<file path="src/rtl/obc_dft_pkg.sv">
// obc_dft_pkg
//   Shared definitions for the offset-binary-coded (OBC) 16-point DFT stages:
//   point count, default datapath widths, the plane-sequencer FSM state
//   encoding and the accumulator width check every OBC stage applies.
package obc_dft_pkg;

    localparam int OBC_NPOINT = 16;

    localparam int OBC_DATA_W = 16;
    localparam int OBC_ROM_W  = 32;
    localparam int OBC_ACC_W  = 48;

    typedef enum logic [1:0] {
        ST_IDLE   = 2'd0,
        ST_PLANE  = 2'd1,
        ST_FINISH = 2'd2,
        ST_OUT    = 2'd3
    } obc_state_t;

    // The accumulator must hold a ROM word shifted by up to DATA_W-1 places
    // plus the sign headroom, otherwise the weighted sum silently loses bits.
    function automatic bit obc_acc_width_ok(int acc_w, int rom_w, int data_w);
        return acc_w >= rom_w + data_w;
    endfunction

endpackage

</file>
<file path="src/rtl/obc_plane_mux.sv">
// obc_plane_mux
//   Combinational bit-plane extraction: bit k of x is bit `plane` of sample k.
//   Output is forced to zero when en is low.
// Ports
//   samples  in  OBC_NPOINT*DATA_W  latched samples, sample k at [k*DATA_W +: DATA_W]
//   plane    in  $clog2(DATA_W)     bit index to extract
//   en       in  1                  plane presentation active
//   x        out OBC_NPOINT         selected bit-plane
module obc_plane_mux
    import obc_dft_pkg::*;
#(
    parameter int DATA_W = OBC_DATA_W,
    parameter int J_W    = $clog2(OBC_DATA_W)
) (
    input  logic [OBC_NPOINT*DATA_W-1:0] samples,
    input  logic [J_W-1:0]               plane,
    input  logic                         en,
    output logic [OBC_NPOINT-1:0]        x
);

    logic [DATA_W-1:0] sample;

    always_comb begin
        x      = '0;
        sample = '0;
        if (en) begin
            for (int k = 0; k < OBC_NPOINT; k++) begin
                sample = samples[k*DATA_W +: DATA_W];
                x[k]   = sample[plane];
            end
        end
    end

endmodule

</file>
<file path="src/rtl/obc_plane_sequencer_acc.sv">
// obc_plane_sequencer_acc
//   Bit-serial control and accumulation stage of the OBC 16-point DFT.
//   Accepts a block of 16 signed samples, presents one bit-plane per cycle
//   (x_o plus inversion flag m_o) to the combinational OBC ROM stage, weights
//   and accumulates the returned partial sums, adds the OBC offset, halves the
//   result and hands it out on a valid/ready port.
//   Build option: define OBC_ROUND_EN for round-half-up on the final halving;
//   undefined gives floor (arithmetic shift). Latency and ports are identical.
// Ports
//   clk, rst_n      clock (rising edge), asynchronous active-low reset
//   in_valid/ready  sample block handshake, in_data 16*DATA_W, offset_i ROM_W
//   x_o, m_o        bit-plane and inversion flag to the ROM stage
//   romout_i        ROM partial sum for the current x_o/m_o (same cycle)
//   out_valid/ready result handshake, y_o ACC_W signed result
//   state_dbg       current FSM state (obc_state_t encoding)
module obc_plane_sequencer_acc
    import obc_dft_pkg::*;
#(
    parameter int DATA_W = OBC_DATA_W,
    parameter int ROM_W  = OBC_ROM_W,
    parameter int ACC_W  = OBC_ACC_W
) (
    input  logic                         clk,
    input  logic                         rst_n,
    input  logic                         in_valid,
    output logic                         in_ready,
    input  logic [OBC_NPOINT*DATA_W-1:0] in_data,
    input  logic [ROM_W-1:0]             offset_i,
    output logic [OBC_NPOINT-1:0]        x_o,
    output logic                         m_o,
    input  logic [ROM_W-1:0]             romout_i,
    output logic                         out_valid,
    input  logic                         out_ready,
    output logic [ACC_W-1:0]             y_o,
    output logic [1:0]                   state_dbg
);

    localparam int J_W = $clog2(DATA_W);

    if (!obc_acc_width_ok(ACC_W, ROM_W, DATA_W)) begin : g_width_check
        $error("obc_plane_sequencer_acc: ACC_W must be >= ROM_W + DATA_W");
    end

    // Handshakes: a transfer happens on a rising edge where valid and ready
    // are both high. in_ready is high only in IDLE; out_valid is high only in
    // OUT and y_o is held constant until the transfer completes.

    obc_state_t                  state, state_next;
    logic [OBC_NPOINT*DATA_W-1:0] samples;
    logic [ROM_W-1:0]            offset_q;
    logic [ACC_W-1:0]            acc;
    logic [J_W-1:0]              j;
    logic [ACC_W-1:0]            y;

    logic                        last_plane;
    logic [ACC_W-1:0]            rom_ext;
    logic [ACC_W-1:0]            off_ext;
    logic [ACC_W-1:0]            plane_term;
    logic [ACC_W-1:0]            round_inc;
    logic signed [ACC_W-1:0]     fin_sum;
    logic [ACC_W-1:0]            y_next;

    assign last_plane = (j == J_W'(DATA_W - 1));

    // The MSB plane is added like every other plane: the ROM stage already
    // returns the negated partial sum when m_o is high.
    assign rom_ext    = {{(ACC_W-ROM_W){romout_i[ROM_W-1]}}, romout_i};
    assign off_ext    = {{(ACC_W-ROM_W){offset_q[ROM_W-1]}}, offset_q};
    assign plane_term = rom_ext << j;

`ifdef OBC_ROUND_EN
    assign round_inc = ACC_W'(1);
`else
    assign round_inc = '0;
`endif

    // OBC output is half of (weighted sum + offset); sum wraps in ACC_W bits.
    assign fin_sum = acc + off_ext + round_inc;
    assign y_next  = fin_sum >>> 1;

    obc_plane_mux #(
        .DATA_W (DATA_W),
        .J_W    (J_W)
    ) u_plane_mux (
        .samples (samples),
        .plane   (j),
        .en      (state == ST_PLANE),
        .x       (x_o)
    );

    always_comb begin
        state_next = state;
        in_ready   = 1'b0;
        out_valid  = 1'b0;
        m_o        = 1'b0;
        case (state)
            ST_IDLE: begin
                in_ready = 1'b1;
                if (in_valid) state_next = ST_PLANE;
            end
            ST_PLANE: begin
                m_o = last_plane;
                if (last_plane) state_next = ST_FINISH;
            end
            ST_FINISH: begin
                state_next = ST_OUT;
            end
            ST_OUT: begin
                out_valid = 1'b1;
                if (out_ready) state_next = ST_IDLE;
            end
            default: state_next = ST_IDLE;
        endcase
    end

    always_ff @(posedge clk or negedge rst_n) begin
        if (!rst_n) begin
            state    <= ST_IDLE;
            samples  <= '0;
            offset_q <= '0;
            acc      <= '0;
            j        <= '0;
            y        <= '0;
        end else begin
            state <= state_next;
            case (state)
                ST_IDLE: begin
                    if (in_valid) begin
                        samples  <= in_data;
                        offset_q <= offset_i;
                        acc      <= '0;
                        j        <= '0;
                    end
                end
                ST_PLANE: begin
                    acc <= acc + plane_term;
                    j   <= j + J_W'(1);
                end
                ST_FINISH: begin
                    y <= y_next;
                end
                default: ;
            endcase
        end
    end

    assign y_o       = y;
    assign state_dbg = state;

endmodule

</file>
<file path="config.mk">
export PLATFORM = sky130hd
export DESIGN_NAME = obc_plane_sequencer_acc
export DESIGN_NICKNAME = d
export VERILOG_FILES = /design/src/rtl/obc_dft_pkg.sv /design/src/rtl/obc_plane_mux.sv /design/src/rtl/obc_plane_sequencer_acc.sv
export SDC_FILE = /design/constraint.sdc
export NUM_CORES = 1
export LEC_CHECK = 0
export CORE_AREA = 2 2 282 172
export CTS_CLUSTER_DIAMETER = 50
export DETAILED_ROUTE_END_ITERATION = 16
export DIE_AREA = 0 0 284 174
export PLACE_DENSITY_LB_ADDON = 0.25
export SLEW_MARGIN = 5
export SYNTH_ARGS = -nofsm -noshare
export SYNTH_HDL_FRONTEND = slang
export SYNTH_SLANG_ARGS = --single-unit
</file>
<file path="constraint.sdc">
create_clock -name clk -period 12.42 [get_ports clk]
set_clock_uncertainty 0.15 [all_clocks]
set_input_delay 1.863 -clock clk [delete_from_list [all_inputs] [get_ports clk]]
set_output_delay 1.863 -clock clk [all_outputs]
set_load 0.02 [all_outputs]
</file>
[Word level (Yosys, flattened, before mapping)]
Cells that the tools add are included.
Storage, ports and cells
  register bits: 389
  input bits: 324
  output and inout port bits: 69
  logic and storage cells: 67
Operators by class
  magnitude comparators: 1
  shifts and indexed selects: 1
  mux-type cells: 44
  add/sub/neg operators: 3
  equal/unequal tests: 7
  reductions and logical operators: 5
Operator list (count)
  adder 48 bit: 2
  case mux 48 bit (2 select lines): 1
  binary-select mux 1 bit (select 4 bit): 16
  two-way mux 48 bit: 1
  left shift 48 x 4 -> 48 bit: 1
  two-way mux 1 bit: 19
  two-way mux 16 bit: 1
  case mux 2 bit (4 select lines): 1
  case mux 4 bit (2 select lines): 1
  two-way mux 2 bit: 3
  inequality test 2 bit (second input constant): 3
  < comparator 4 x 5 -> 1 bit (second input constant): 1
  adder 4 x 1 -> 4 bit (second input constant): 1
  == test 2 bit (second input constant): 2
  == test 4 bit (second input constant): 1
  two-way mux 4 bit: 1
  AND reduction 2 bit: 2
  AND reduction 3 bit: 1
  == test 2 x 1 -> 1 bit (second input constant): 1
  logical NOT 2 bit: 1
  nonzero test 2 bit: 1

[Longest topological paths before layout]
  word-level depth: 3
  depth in mapped cells: 22
  gate-level depth less buffers: 17

[Modules after synthesis]
From an unflattened synthesis, not the netlist that was laid out.
Second synthesis, totals
  cells, all modules: 2157
  area total of the unflattened synthesis: 23598.9 um^2
By module, submodules not included
  obc_plane_sequencer_acc: cells each 1890, times used 1, area an instance 21282.9 um^2, seq. area each 9734.3 um^2
  obc_plane_mux: cells each 267, times used 1, area an instance 2316.0 um^2, seq. area each 0.0 um^2

[Least setup slack after synthesis]
Ideal clock, no wire load.
  kind: in2reg
  start point: in romout_i[2]
  end point: reg acc[46]
  path buffers: 0
  data required time: 12.140 ns
  setup slack: 7.351 ns
  setup time: 0.130 ns
  cell stages on the path: 15
  arrival: 4.789 ns
  cells stage by stage: mux2_2 -> o21ai_0 -> nor2_1 -> a21oi_1 -> nor2_1 -> ha_1 -> and4_4 -> a311o_1 -> a211o_1 -> a31o_1 -> a41o_1 -> a41oi_2 -> o21ai_1 -> xnor2_1 -> o21ai_1
Between the ends
  word-level cells in the longest chain between the ends: 3
Ends and longest elaborated chain
  start, declared: line obc_plane_sequencer_acc.sv:31  | input logic [ROM_W-1:0] romout_i,
  left shift 48 x 4 -> 48 bit: line obc_plane_sequencer_acc.sv:69  | assign plane_term = rom_ext << j;
  adder 48 bit: line obc_plane_sequencer_acc.sv:136  | acc <= acc + plane_term;
  case mux 48 bit (2 select lines): line obc_plane_sequencer_acc.sv:126  | case (state)
  end signal, assigned: line obc_plane_sequencer_acc.sv:136
  end, declared: line obc_plane_sequencer_acc.sv:51  | logic [ACC_W-1:0] acc;
Every way passes these cells.
A chain may end at the register's enable or synchronous reset.

[Worst setup path in the final report]
  start point: reg j[0]
  end point: reg acc[47]
Between the ends
  word-level cells in the longest chain between the ends: 3
Ends and longest elaborated chain
  start, declared: line obc_plane_sequencer_acc.sv:52  | logic [J_W-1:0] j;
  start signal, assigned: line obc_plane_sequencer_acc.sv:137  | j <= j + J_W'(1);
  left shift 48 x 4 -> 48 bit: line obc_plane_sequencer_acc.sv:69
  adder 48 bit: line obc_plane_sequencer_acc.sv:136
  case mux 48 bit (2 select lines): line obc_plane_sequencer_acc.sv:126
Every way passes these cells.

==> run_results.csv <==
group,metric,value,unit
timing,fmax,152,MHz
timing,period_minus_slack,6.57,ns
run_status,status,"finished, final reports clean",
logic_synthesis,yosysTopAreaCellShare,0.420,
power,combPwrFrac,0.561,
logic_synthesis,synth-edff-count,0,
global_routing,grt_max_degree,168,
global_routing,grt_overflow,0,
timing,post-route-period-util,0.529,
timing,rsz0062_at_grt,"false",
place,port_buffers,392,
setup_path,rrSetupSlack,5.85,ns
setup_path,cp_data_required_time,12.71,ns
logic_synthesis,ys_ff_latch,389,
clock_network,cts_inserted_buffers,44,
die,start_util,0.492,
clock_network,clk_pin_slew,0.06,ns
die,io_pins,393,
timing,hold_viol,0,
setup_path,cpMaxStageDelayCell,"dfrtp_4",
layout,final_cell_mix,"391 x clkdlybuf4s50_1, 386 x dfrtp_1, 327 x mux2_2, 147 x nand2_1, 127 x a21oi_1",
logic_synthesis,ys.warnings.count,0,
route,wl_per_cell,22.5,µm
clock_network,worstSkewPairLatency,0.56,ns
clock_network,cts_hold_buf,0,
setup_path,crit_chain,"buf_4 -> mux2_2 -> o21ai_0 -> nor2_1 -> a31oi_1 -> a21oi_1 -> ha_1 -> a211oi_1 -> o21ai_0 -> a211oi_1 -> o221ai_1 -> a2111oi_2 -> nor2_1 -> o311ai_2 -> mux2i_1 -> nand2_1",
logic_synthesis,synth_area_per_cell,11.5,µm²
route,drtPass1Iterations,8,
global_routing,grt_pass1_vias,18240,
global_routing,grt_util_all_layers,0.277,
logic_synthesis,ys_dominant_reg_cell,"dfrtp_1",
setup_path,start_kind,"flip-flop",
route,dr.max_layer_used,"met4",
clock_network,cts_tree,"built",
power,pwr-share-seq,0.280,
setup_path,slowest_delay,1.12,ns
place,place_hpwl,50700,µm
layout,fillers,3804,
clock_network,cts_root_buffer,"clkbuf_16",
power,p_leak,12.1,nW
power,swShare,0.410,
worst_hold_path,hp-class,"reg2reg",
die,die_y,174,µm
global_routing,grt_pass1_wl,107000,µm
route,wirelength,68200,µm
power,clockPowerShare,0.159,
timing,drv_slew,0,
logic_synthesis,postSynth.asyncResetShare,1.00,
layout,final_common_cell,"clkdlybuf4s50_1",
logic_synthesis,seq_area_frac_synth,0.420,
route,wl_met3,5150,µm
clock_network,cts-htree-levels,2,
die,dieArea,0.0494,mm²
setup_path,worst-path-max-fanout,57,
layout,area_growth,25.6,%
power,power,8.37,mW
die,core.rowCount,62,
layout,drive_above_1_share,0.226,
clock_network,post_cts_buffers,0,
die,die_w,284,µm
timing,setup-violations-final,0,
logic_synthesis,synth.area.top_cells,"dfrtp_1 42%, mux2_2 16%, mux4_2 9.3%",
clock_network,post_cts_resized,0,
die,core-area,0.0472,mm²
clock_network,clk_path_buf_depth,3,
logic_synthesis,netlist_area,0.0232,mm²
clock_network,clkSinkCount,389,
route,num_vias,17898,
setup_path,endpoint_kind,"flip-flop",
layout,regArea,0.00975,mm²
setup_path,crit_family,"compound AO/OA/AOI/OAI gates",
logic_synthesis,post_synth_num_cell_types,79,
timing,tightest_slew,1.15,ns
global_routing,antenna_found_initial,4,
place,gp_congestion,0.989,
logic_synthesis,synth.net_count,2439,
power,powerDensity,287,mW/mm²
route,drt-met1-wl,30900,µm
route,vias_per_cell,5.90,
layout,fin_nets,2778,
setup_path,cp_num_buf_inv,1,
setup_path,crit_type,"reg2reg",
power,vdd_drop_max,131,µV
setup_path,arrival,6.86,ns
route,drc,0,
timing,fin_setup_tns,0,ns
power,power_switching,3.43,mW
route,antenna_left,0,
layout,multi_input_area,0.0129,mm²
route,met2WireLength,30300,µm
logic_synthesis,synth_top_area_cell,"dfrtp_1",
logic_synthesis,synthCells,2015,
route,drt_iter0_drc,1458,
flow_run,maxCapViolations,0,
timing,slew-limit-headroom,0.235,
power,internal_power,4.94,mW
[through the flow]
| stage | setup slack, ns | util | cell area [µm²] | instances | hold slack, ns |
|---|---|---|---|---|---|
| after global placement | 5.70 | 0.586 | 27600 | 2948 | 0.329 |
| final | 5.85 | 0.618 | 29100 | 3031 | 0.350 |
| after CTS | 5.81 | 0.618 | 29100 | 3026 | 0.351 |
| after detailed placement | 5.74 | 0.586 | 27600 | 2948 | 0.335 |
| after global routing | 5.45 | 0.618 | 29100 | 3030 | 0.366 |
| after floorplan | 7.35 | - | 23200 | 2015 | 0.324 |
[sequential cells by signal (all words and copies together) (netlist names)]
| signal | cells |
|---|---|
| y_o | 47 |
| samples | 256 |
| acc | 48 |
| state_dbg | 2 |
| j | 4 |
| offset_q | 32 |
[final cells by class]
| class | instances | share of cell area |
|---|---|---|
| Antenna cell | 5 | 0.000429 |
| Inverter | 36 | 0.00464 |
| Multi-Input combinational cell | 1477 | 0.443 |
| Timing Repair Buffer | 406 | 0.139 |
| Sequential cell | 389 | 0.334 |
| Clock inverter | 22 | 0.00919 |
| Tap cell | 640 | 0.0275 |
| Clock buffer | 56 | 0.0418 |
[tightest hold or removal path, cell delays in order, from the launching register on]
cell	delay, ns
dfrtp_1	0.34
nand2_1	0.05
o21ai_0	0.06
[routing by layer]
metal / vias up / track usage
li1: 8186 / -
met1: 8987 / 0.399
met3: 119 / 0.0618
met2: 606 / 0.422
met4: 0 / 0.0746
met5: - / 0
[power by group through the flow]
stage               sequential, mW  clock [mW]  combinational [mW]
floorplan                     2.26           0                3.37
global placement              2.32           0                4.55
detailed placement            2.36           0                4.64
CTS                           2.34        1.36                4.66
global route                  2.43        1.42                5.11
finish                        2.34        1.33                4.70
[kinds of logic (layout without fill, tap and decap cells)]
| family | Yosys count | after routing | share of synthesized area |
|---|---|---|---|
| AO/OA/AOI/OAI | 430 | 430 | 0.119 |
| XOR/XNOR | 79 | 79 | 0.0298 |
| adder cells (fa/ha/maj) | 100 | 100 | 0.0546 |
| buffers and inverters | 149 | 520 | 0.0248 |
| flip-flops | 389 | 389 | 0.420 |
| multiplexers | 473 | 473 | 0.273 |
| other | 0 | 5 | 0 |
| AND/OR/NAND/NOR | 395 | 395 | 0.0792 |
[cell usage after synthesis (all sizes together), types with 11 or more instances]
master  number
o21ai      119
buf         28
dfrtp      389
xor2        34
a21oi      130
xnor2       45
and2        29
ha          98
a21o        48
mux2i       50
o21bai      17
nor2        92
nand4       17
nand2      149
mux4        96
nor3        26
nand3       26
inv         35
mux2       327
clkbuf      85
o211ai      11
nor2b       18
a211oi      17
[worst paths after layout]
kind / from / cells past startpoint / endpoint
min in group asynchronous: rst_n / 1 / samples[39]
max: j[0] / 16 / acc[47]
min reg2reg: y_o[36] / 2 / y_o[36]
max in group asynchronous: rst_n / 3 / y_o[35]
max reg2reg: j[0] / 16 / acc[47]
min: y_o[36] / 2 / y_o[36]
Note: power is estimated with default switching activity, not from simulation.
